### src/rtl/fetch_stage_if.sv
// Instruction-memory request/acknowledge bus between the fetch stage (master)
// and the instruction memory (slave).
interface fetch_stage_if;
  logic        imem_req;
  logic [31:0] imem_addr;
  logic        imem_ack;
  logic [31:0] imem_rdata;

  modport master (output imem_req, output imem_addr, input imem_ack, input imem_rdata);
  modport slave  (input imem_req, input imem_addr, output imem_ack, output imem_rdata);
endinterface

### src/rtl/fetch_stage.sv
// Instruction-fetch stage: PC, imem handshake (FETCH/HOLD/DROP) and IF/ID register.
// Optional macro FETCH_STATS_EN adds saturating fetch/bubble counters.
module fetch_stage #(
  parameter logic [31:0] RESET_PC  = 32'h0000_0000,
  parameter logic [31:0] NOP_INSTR = 32'h0000_0000
) (
  input  logic          clk,
  input  logic          rst_n,
  input  logic          PCWrite_i,
  input  logic          IFIDWrite_i,
  input  logic          IFFlush_i,
  input  logic          branch_taken_i,
  input  logic          jump_i,
  input  logic [31:0]   branch_target_i,
  input  logic [31:0]   jump_target_i,
  fetch_stage_if.master imem,
  output logic [31:0]   IFIDPC_o,
  output logic [31:0]   IFIDInstr_o,
  output logic          IFIDValid_o,
  output logic          fetch_busy_o
`ifdef FETCH_STATS_EN
  ,
  output logic [15:0]   fetch_count_o,
  output logic [15:0]   bubble_count_o
`endif
);

  typedef enum logic [1:0] {
    ST_FETCH = 2'd0,
    ST_HOLD  = 2'd1,
    ST_DROP  = 2'd2
  } state_e;

  state_e      state_q, state_d;
  logic [31:0] pc_q, pc_d;
  logic [31:0] req_addr_q, req_addr_d;
  logic [31:0] hold_q, hold_d;
  logic [31:0] ifid_pc_q, ifid_pc_d;
  logic [31:0] ifid_instr_q, ifid_instr_d;
  logic        ifid_valid_q, ifid_valid_d;
  logic        req_q, req_d;
  logic        busy_q, busy_d;

  logic        ack_s, redirect_s, advance_s, deliver_s;
  logic [31:0] target_s, pc_plus4_s, deliver_word_s;

  // ack is only meaningful while a request is actually on the bus
  assign ack_s      = imem.imem_ack & req_q;
  assign redirect_s = IFFlush_i & PCWrite_i & (branch_taken_i | jump_i);
  assign advance_s  = PCWrite_i & IFIDWrite_i & ~IFFlush_i;
  assign target_s   = branch_taken_i ? branch_target_i : jump_target_i;
  assign pc_plus4_s = pc_q + 32'd4;

  // Fetch FSM: next state, PC, request address and hold buffer
  always_comb begin
    state_d        = state_q;
    pc_d           = pc_q;
    req_addr_d     = req_addr_q;
    hold_d         = hold_q;
    deliver_s      = 1'b0;
    deliver_word_s = hold_q;
    case (state_q)
      ST_FETCH: begin
        if (ack_s) begin
          if (redirect_s) begin
            pc_d       = target_s;
            req_addr_d = target_s;
          end else if (advance_s) begin
            deliver_s      = 1'b1;
            deliver_word_s = imem.imem_rdata;
            pc_d           = pc_plus4_s;
            req_addr_d     = pc_plus4_s;
          end else begin
            hold_d  = imem.imem_rdata;
            state_d = ST_HOLD;
          end
        end else if (redirect_s) begin
          pc_d    = target_s;
          state_d = ST_DROP;
        end else begin
          state_d = ST_FETCH;
        end
      end
      ST_HOLD: begin
        if (advance_s) begin
          deliver_s  = 1'b1;
          pc_d       = pc_plus4_s;
          req_addr_d = pc_plus4_s;
          state_d    = ST_FETCH;
        end else if (redirect_s) begin
          pc_d       = target_s;
          req_addr_d = target_s;
          state_d    = ST_FETCH;
        end else begin
          state_d = ST_HOLD;
        end
      end
      ST_DROP: begin
        // the abandoned request keeps its address until acked; pc tracks the newest target
        if (redirect_s) begin
          pc_d = target_s;
        end else begin
          pc_d = pc_q;
        end
        if (ack_s) begin
          req_addr_d = pc_d;
          state_d    = ST_FETCH;
        end else begin
          state_d = ST_DROP;
        end
      end
      default: begin
        state_d = ST_FETCH;
      end
    endcase
  end

  // IF/ID register next value: flush, then stall, then deliver or bubble
  always_comb begin
    ifid_pc_d    = ifid_pc_q;
    ifid_instr_d = ifid_instr_q;
    ifid_valid_d = ifid_valid_q;
    if (IFFlush_i) begin
      ifid_instr_d = NOP_INSTR;
      ifid_valid_d = 1'b0;
    end else if (!IFIDWrite_i) begin
      ifid_valid_d = ifid_valid_q;
    end else if (deliver_s) begin
      ifid_pc_d    = pc_plus4_s;
      ifid_instr_d = deliver_word_s;
      ifid_valid_d = 1'b1;
    end else begin
      ifid_instr_d = NOP_INSTR;
      ifid_valid_d = 1'b0;
    end
  end

  assign req_d  = (state_d != ST_HOLD);
  assign busy_d = (state_d == ST_DROP);

  // State and pipeline registers
  always_ff @(posedge clk or negedge rst_n) begin
    if (!rst_n) begin
      state_q      <= ST_FETCH;
      pc_q         <= RESET_PC;
      req_addr_q   <= RESET_PC;
      hold_q       <= 32'h0000_0000;
      ifid_pc_q    <= 32'h0000_0000;
      ifid_instr_q <= NOP_INSTR;
      ifid_valid_q <= 1'b0;
      req_q        <= 1'b0;
      busy_q       <= 1'b0;
    end else begin
      state_q      <= state_d;
      pc_q         <= pc_d;
      req_addr_q   <= req_addr_d;
      hold_q       <= hold_d;
      ifid_pc_q    <= ifid_pc_d;
      ifid_instr_q <= ifid_instr_d;
      ifid_valid_q <= ifid_valid_d;
      req_q        <= req_d;
      busy_q       <= busy_d;
    end
  end

  assign imem.imem_req  = req_q;
  assign imem.imem_addr = req_addr_q;
  assign IFIDPC_o       = ifid_pc_q;
  assign IFIDInstr_o    = ifid_instr_q;
  assign IFIDValid_o    = ifid_valid_q;
  assign fetch_busy_o   = busy_q;

`ifdef FETCH_STATS_EN
  logic [15:0] fetch_cnt_q, bubble_cnt_q;
  logic        bubble_s;

  assign bubble_s = IFFlush_i | (IFIDWrite_i & ~deliver_s);

  // Saturating delivery / bubble counters
  always_ff @(posedge clk or negedge rst_n) begin
    if (!rst_n) begin
      fetch_cnt_q  <= 16'h0000;
      bubble_cnt_q <= 16'h0000;
    end else begin
      if (deliver_s && !IFFlush_i && (fetch_cnt_q != 16'hFFFF)) begin
        fetch_cnt_q <= fetch_cnt_q + 16'd1;
      end
      if (bubble_s && (bubble_cnt_q != 16'hFFFF)) begin
        bubble_cnt_q <= bubble_cnt_q + 16'd1;
      end
    end
  end

  assign fetch_count_o  = fetch_cnt_q;
  assign bubble_count_o = bubble_cnt_q;
`endif

endmodule

### src/flat_wrapper.sv
// flat-port wrapper written by rule: the top's interface ports become plain ports
module fetch_stage_flat 
#(
  parameter logic [31:0] RESET_PC  = 32'h0000_0000,
  parameter logic [31:0] NOP_INSTR = 32'h0000_0000
)
  (clk, rst_n, PCWrite_i, IFIDWrite_i, IFFlush_i, branch_taken_i, jump_i, branch_target_i, jump_target_i, IFIDPC_o, IFIDInstr_o, IFIDValid_o, fetch_busy_o, imem_imem_req, imem_imem_addr, imem_imem_ack, imem_imem_rdata);
  fetch_stage_if imem_i ();
  input  logic clk;
  input  logic rst_n;
  input  logic PCWrite_i;
  input  logic IFIDWrite_i;
  input  logic IFFlush_i;
  input  logic branch_taken_i;
  input  logic jump_i;
  input  logic [31:0] branch_target_i;
  input  logic [31:0] jump_target_i;
  output logic [31:0] IFIDPC_o;
  output logic [31:0] IFIDInstr_o;
  output logic IFIDValid_o;
  output logic fetch_busy_o;
  output wire logic [$bits(imem_i.imem_req)-1:0] imem_imem_req;
  output wire logic [$bits(imem_i.imem_addr)-1:0] imem_imem_addr;
  input wire logic [$bits(imem_i.imem_ack)-1:0] imem_imem_ack;
  input wire logic [$bits(imem_i.imem_rdata)-1:0] imem_imem_rdata;
  assign imem_imem_req = imem_i.imem_req;
  assign imem_imem_addr = imem_i.imem_addr;
  assign imem_i.imem_ack = imem_imem_ack;
  assign imem_i.imem_rdata = imem_imem_rdata;
  fetch_stage #(.RESET_PC(RESET_PC), .NOP_INSTR(NOP_INSTR)) u_core (.clk(clk), .rst_n(rst_n), .PCWrite_i(PCWrite_i), .IFIDWrite_i(IFIDWrite_i), .IFFlush_i(IFFlush_i), .branch_taken_i(branch_taken_i), .jump_i(jump_i), .branch_target_i(branch_target_i), .jump_target_i(jump_target_i), .imem(imem_i), .IFIDPC_o(IFIDPC_o), .IFIDInstr_o(IFIDInstr_o), .IFIDValid_o(IFIDValid_o), .fetch_busy_o(fetch_busy_o));
endmodule
### config.mk
export PLATFORM = sky130hd
export DESIGN_NAME = fetch_stage_flat
export DESIGN_NICKNAME = d
export VERILOG_FILES = /design/src/rtl/fetch_stage_if.sv /design/src/rtl/fetch_stage.sv /design/src/flat_wrapper.sv
export SDC_FILE = /design/constraint.sdc
export NUM_CORES = 1
export LEC_CHECK = 0
export BUFFER_PORTS_ARGS = -buffer_cell sky130_fd_sc_hd__buf_4
export CELL_PAD_IN_SITES_DETAIL_PLACEMENT = 1
export CELL_PAD_IN_SITES_GLOBAL_PLACEMENT = 1
export CORE_ASPECT_RATIO = 1.5
export CORE_MARGIN = 2
export CORE_UTILIZATION = 45
export DETAILED_ROUTE_END_ITERATION = 8
export PLACE_DENSITY_LB_ADDON = 0.1
export SYNTH_ARGS = -nofsm -noshare
export SYNTH_HDL_FRONTEND = slang
export SYNTH_SLANG_ARGS = --single-unit
### constraint.sdc
create_clock -name clk -period 6.9 [get_ports clk]
set_input_delay 0.345 -clock clk [delete_from_list [all_inputs] [get_ports clk]]
set_output_delay 0.345 -clock clk [all_outputs]
set_load 0.05 [all_outputs]
==> impl_metrics.env <==
export IMPL_r2r_setup_slack_ns=2.92
export IMPL_fin_skew_ns=0.00764
export IMPL_antenna_left=0
export IMPL_drt_initial_drc_count=569
export IMPL_nNetsFinal=1436
export IMPL_insertion_delay_ns=0.45
export IMPL_ios=203
export IMPL_seq_area_frac_synth=0.403
export IMPL_cts_setup_buffers=0
export IMPL_syn_area_um2=10200
export IMPL_relSlewSlack=0.243
export IMPL_n_antenna_cell=0
export IMPL_gp_congestion=0.891
export IMPL_synth_fp_nets=1307
export IMPL_clockBufferDepth=2
export IMPL_min_path_type="in2async"
export IMPL_drv_slew=0
export IMPL_synth_top_area_frac=0.403
export IMPL_die_area_um2=24000
export IMPL_antenna_found_initial=0
export IMPL_switching_power_mw=2.96
export IMPL_p_leak_nw=5.38
export IMPL_internal_power_mw=2.99
export IMPL_powerDensity_nw_per_um2=479
export IMPL_grt_pass1_vias=10538
export IMPL_post_drt_wl_per_cell_um=22.9
export IMPL_cts_root_buf="clkbuf_16"
export IMPL_area_growth_syn_to_layout_pct=21.3
export IMPL_cts_resized=0
export IMPL_pwr_share_comb=0.543
export IMPL_r2r_end="u_core.pc_q[21]"
export IMPL_initial_core_util=0.458
export IMPL_worstSetupEndpointType="register"
export IMPL_drive_gt1_frac=0.250
export IMPL_vias_per_cell=6.34
export IMPL_cp_max_fo=41
export IMPL_cts_tree="yes"
export IMPL_clock_fmax_mhz=251
export IMPL_synth_cell_type_count=71
export IMPL_period_share=0.577
export IMPL_vdd_ir_drop_max_mv=0.240
export IMPL_grt_ovfl_total=0
export IMPL_required_ns=7.21
export IMPL_clkSinkCount=165
export IMPL_ys_flop_type="dfrtp_1"
export IMPL_maxCapViolations=0
export IMPL_cts_max_level=4
export IMPL_pwr_share_seq=0.299
export IMPL_grt_max_degree=111
export IMPL_async_reset_ff_frac=1.00
export IMPL_setup_viol=0
export IMPL_power_frac_clock=0.157
export IMPL_ctsHoldBuffers=0
export IMPL_yosys_top_cells_count="dfrtp_1 (165), nand2_1 (139), nor2_1 (124)"
export IMPL_ys_ff_latch=165
export IMPL_coreArea_um2=22400
export IMPL_yosysTopAreaCell="dfrtp_1"
export IMPL_finish_utilization=0.555
export IMPL_cts_buffers=17
export IMPL_die_y_um=189
export IMPL_drc=0
export IMPL_start_kind="register"
export IMPL_final_hold_viol_count=0
export IMPL_synth_edf_count=0
export IMPL_rr_startpoint="u_core.state_q[1]"
export IMPL_hpwlAfterDp_um=24800
export IMPL_track_usage=0.310
export IMPL_yosys_top_cells_area="dfrtp_1 (40%), mux2_2 (5.5%), nand2_1 (5.1%)"
export IMPL_drtPass1Iterations=5
export IMPL_vias=10247
export IMPL_die_x_um=127
export IMPL_synthCells=1198
export IMPL_switching_share=0.498
export IMPL_finalSetupTns_ns=0
export IMPL_path_class="reg2reg"
export IMPL_tightest_slew_ns=1.13
export IMPL_clk_pin_slew_ns=0.07
export IMPL_yosysWarningCount=0
export IMPL_crit_arrival_ns=4.29
export IMPL_rsz0062_at_grt="no"
export IMPL_outcome="complete, no violations"
export IMPL_reg2reg_depth=9
export IMPL_yosys_cell_count_top_type="dfrtp_1"
export IMPL_placementRows=67
export IMPL_port_buffers=202
export IMPL_grt_pass1_wl_um=58300
export IMPL_finalWirelength_um=37000
export IMPL_synth_avg_cell_area_um2=8.55
export IMPL_finalCriticalPeriod_ns=3.98
[state kept, by name, summed over array words and instances, names as in the netlist]
signal	cells
u_core.fetch_busy_o	1
u_core.imem.imem_req	1
u_core.imem.imem_addr	32
u_core.pc_q	32
u_core.IFIDValid_o	1
u_core.hold_q	32
u_core.IFIDInstr_o	32
u_core.IFIDPC_o	32
u_core.state_q	2
[placed cells by master, fill, tap and decap left out, drive strengths merged, types with 21 or more instances in the layout]
| master | netlist | routed |
|---|---|---|
| mux2i | 24 | 24 |
| dfrtp | 165 | 165 |
| buf | 25 | 222 |
| nand2 | 139 | 139 |
| o22ai | 21 | 21 |
| nand3 | 28 | 28 |
| nor3 | 24 | 24 |
| and3 | 26 | 26 |
| a21oi | 98 | 98 |
| nor2 | 124 | 124 |
| o21ai | 96 | 96 |
| xnor2 | 25 | 25 |
| mux2 | 50 | 50 |
[power by group through the flow]
stage	Combinational (mW)	Clock (mW)	Sequential, mW
floorplan	1.69	0	2.27
global placement	3.13	0	1.76
detailed placement	3.21	0	1.78
CTS	3.22	0.953	1.77
global route	3.47	0.984	1.84
finish	3.23	0.937	1.78
[critical path, stage by stage (launching register included)]
cell	delay [ns]
dfrtp_1	0.41
inv_1	0.13
ha_2	0.26
and3_1	0.87
o21ai_4	0.54
nand2b_1	0.21
buf_4	0.44
nor2_1	0.34
o221a_2	0.23
a2111oi_0	0.37
[stage by stage]
stage / instance area, um2 / hold slack (ns) / std cells / total power [mW] / worst slack [ns]
floorplan: 10200 / 0.0494 / 1198 / 3.97 / 4.42
global placement: 11900 / 0.463 / 1584 / 4.89 / 3.19
detailed placement: 11900 / 0.468 / 1584 / 4.99 / 2.99
CTS: 12400 / 0.0944 / 1616 / 5.95 / 2.99
global route: 12400 / 0.126 / 1616 / 6.29 / 2.55
finish: 12400 / 0.0284 / 1616 / 5.96 / 2.92
[routing by layer]
| layer | routed length (um) | GRT usage | share of wire | up-vias |
|---|---|---|---|---|
| met1 | 14800 | 0.375 | 0.40 | 5144 |
| met5 | 0 | 0 | 0 | - |
| met2 | 18800 | 0.540 | 0.51 | 382 |
| li1 | - | - | - | 4627 |
| met3 | 1820 | 0.0463 | 0.049 | 94 |
| met4 | 1560 | 0.143 | 0.042 | 0 |
[cell families after synthesis]
family,count (synthesis),share of synthesized area
flip-flops,165,0.403
multiplexers,74,0.0784
XOR/XNOR,44,0.0376
AO/OA/AOI/OAI,369,0.236
adder cells (fa/ha/maj),5,0.00611
AND/OR/NAND/NOR,419,0.192
buffers and inverters,122,0.0474
[how the worst max path moves through the flow]
stage,endpoint,start,cells after the start
floorplan,u_core.pc_q[30],u_core.pc_q[3],7
global placement,u_core.pc_q[11],branch_taken_i,8
detailed placement,u_core.pc_q[21],u_core.state_q[1],9
CTS,u_core.pc_q[21],u_core.state_q[1],9
global route,u_core.pc_q[21],u_core.state_q[0],9
finish,u_core.pc_q[21],u_core.state_q[1],9
[area by class of cell]
type                            count  area [um2]
Clock buffer                       18         439
Clock inverter                     14         128
Fill cell                        2675        9960
Inverter                           10        37.5
Multi-Input combinational cell    911        5670
Sequential cell                   165        4130
Tap cell                          276         345
Timing Repair Buffer              222        1670
No activity file was read; power rests on OpenSTA's default activity.
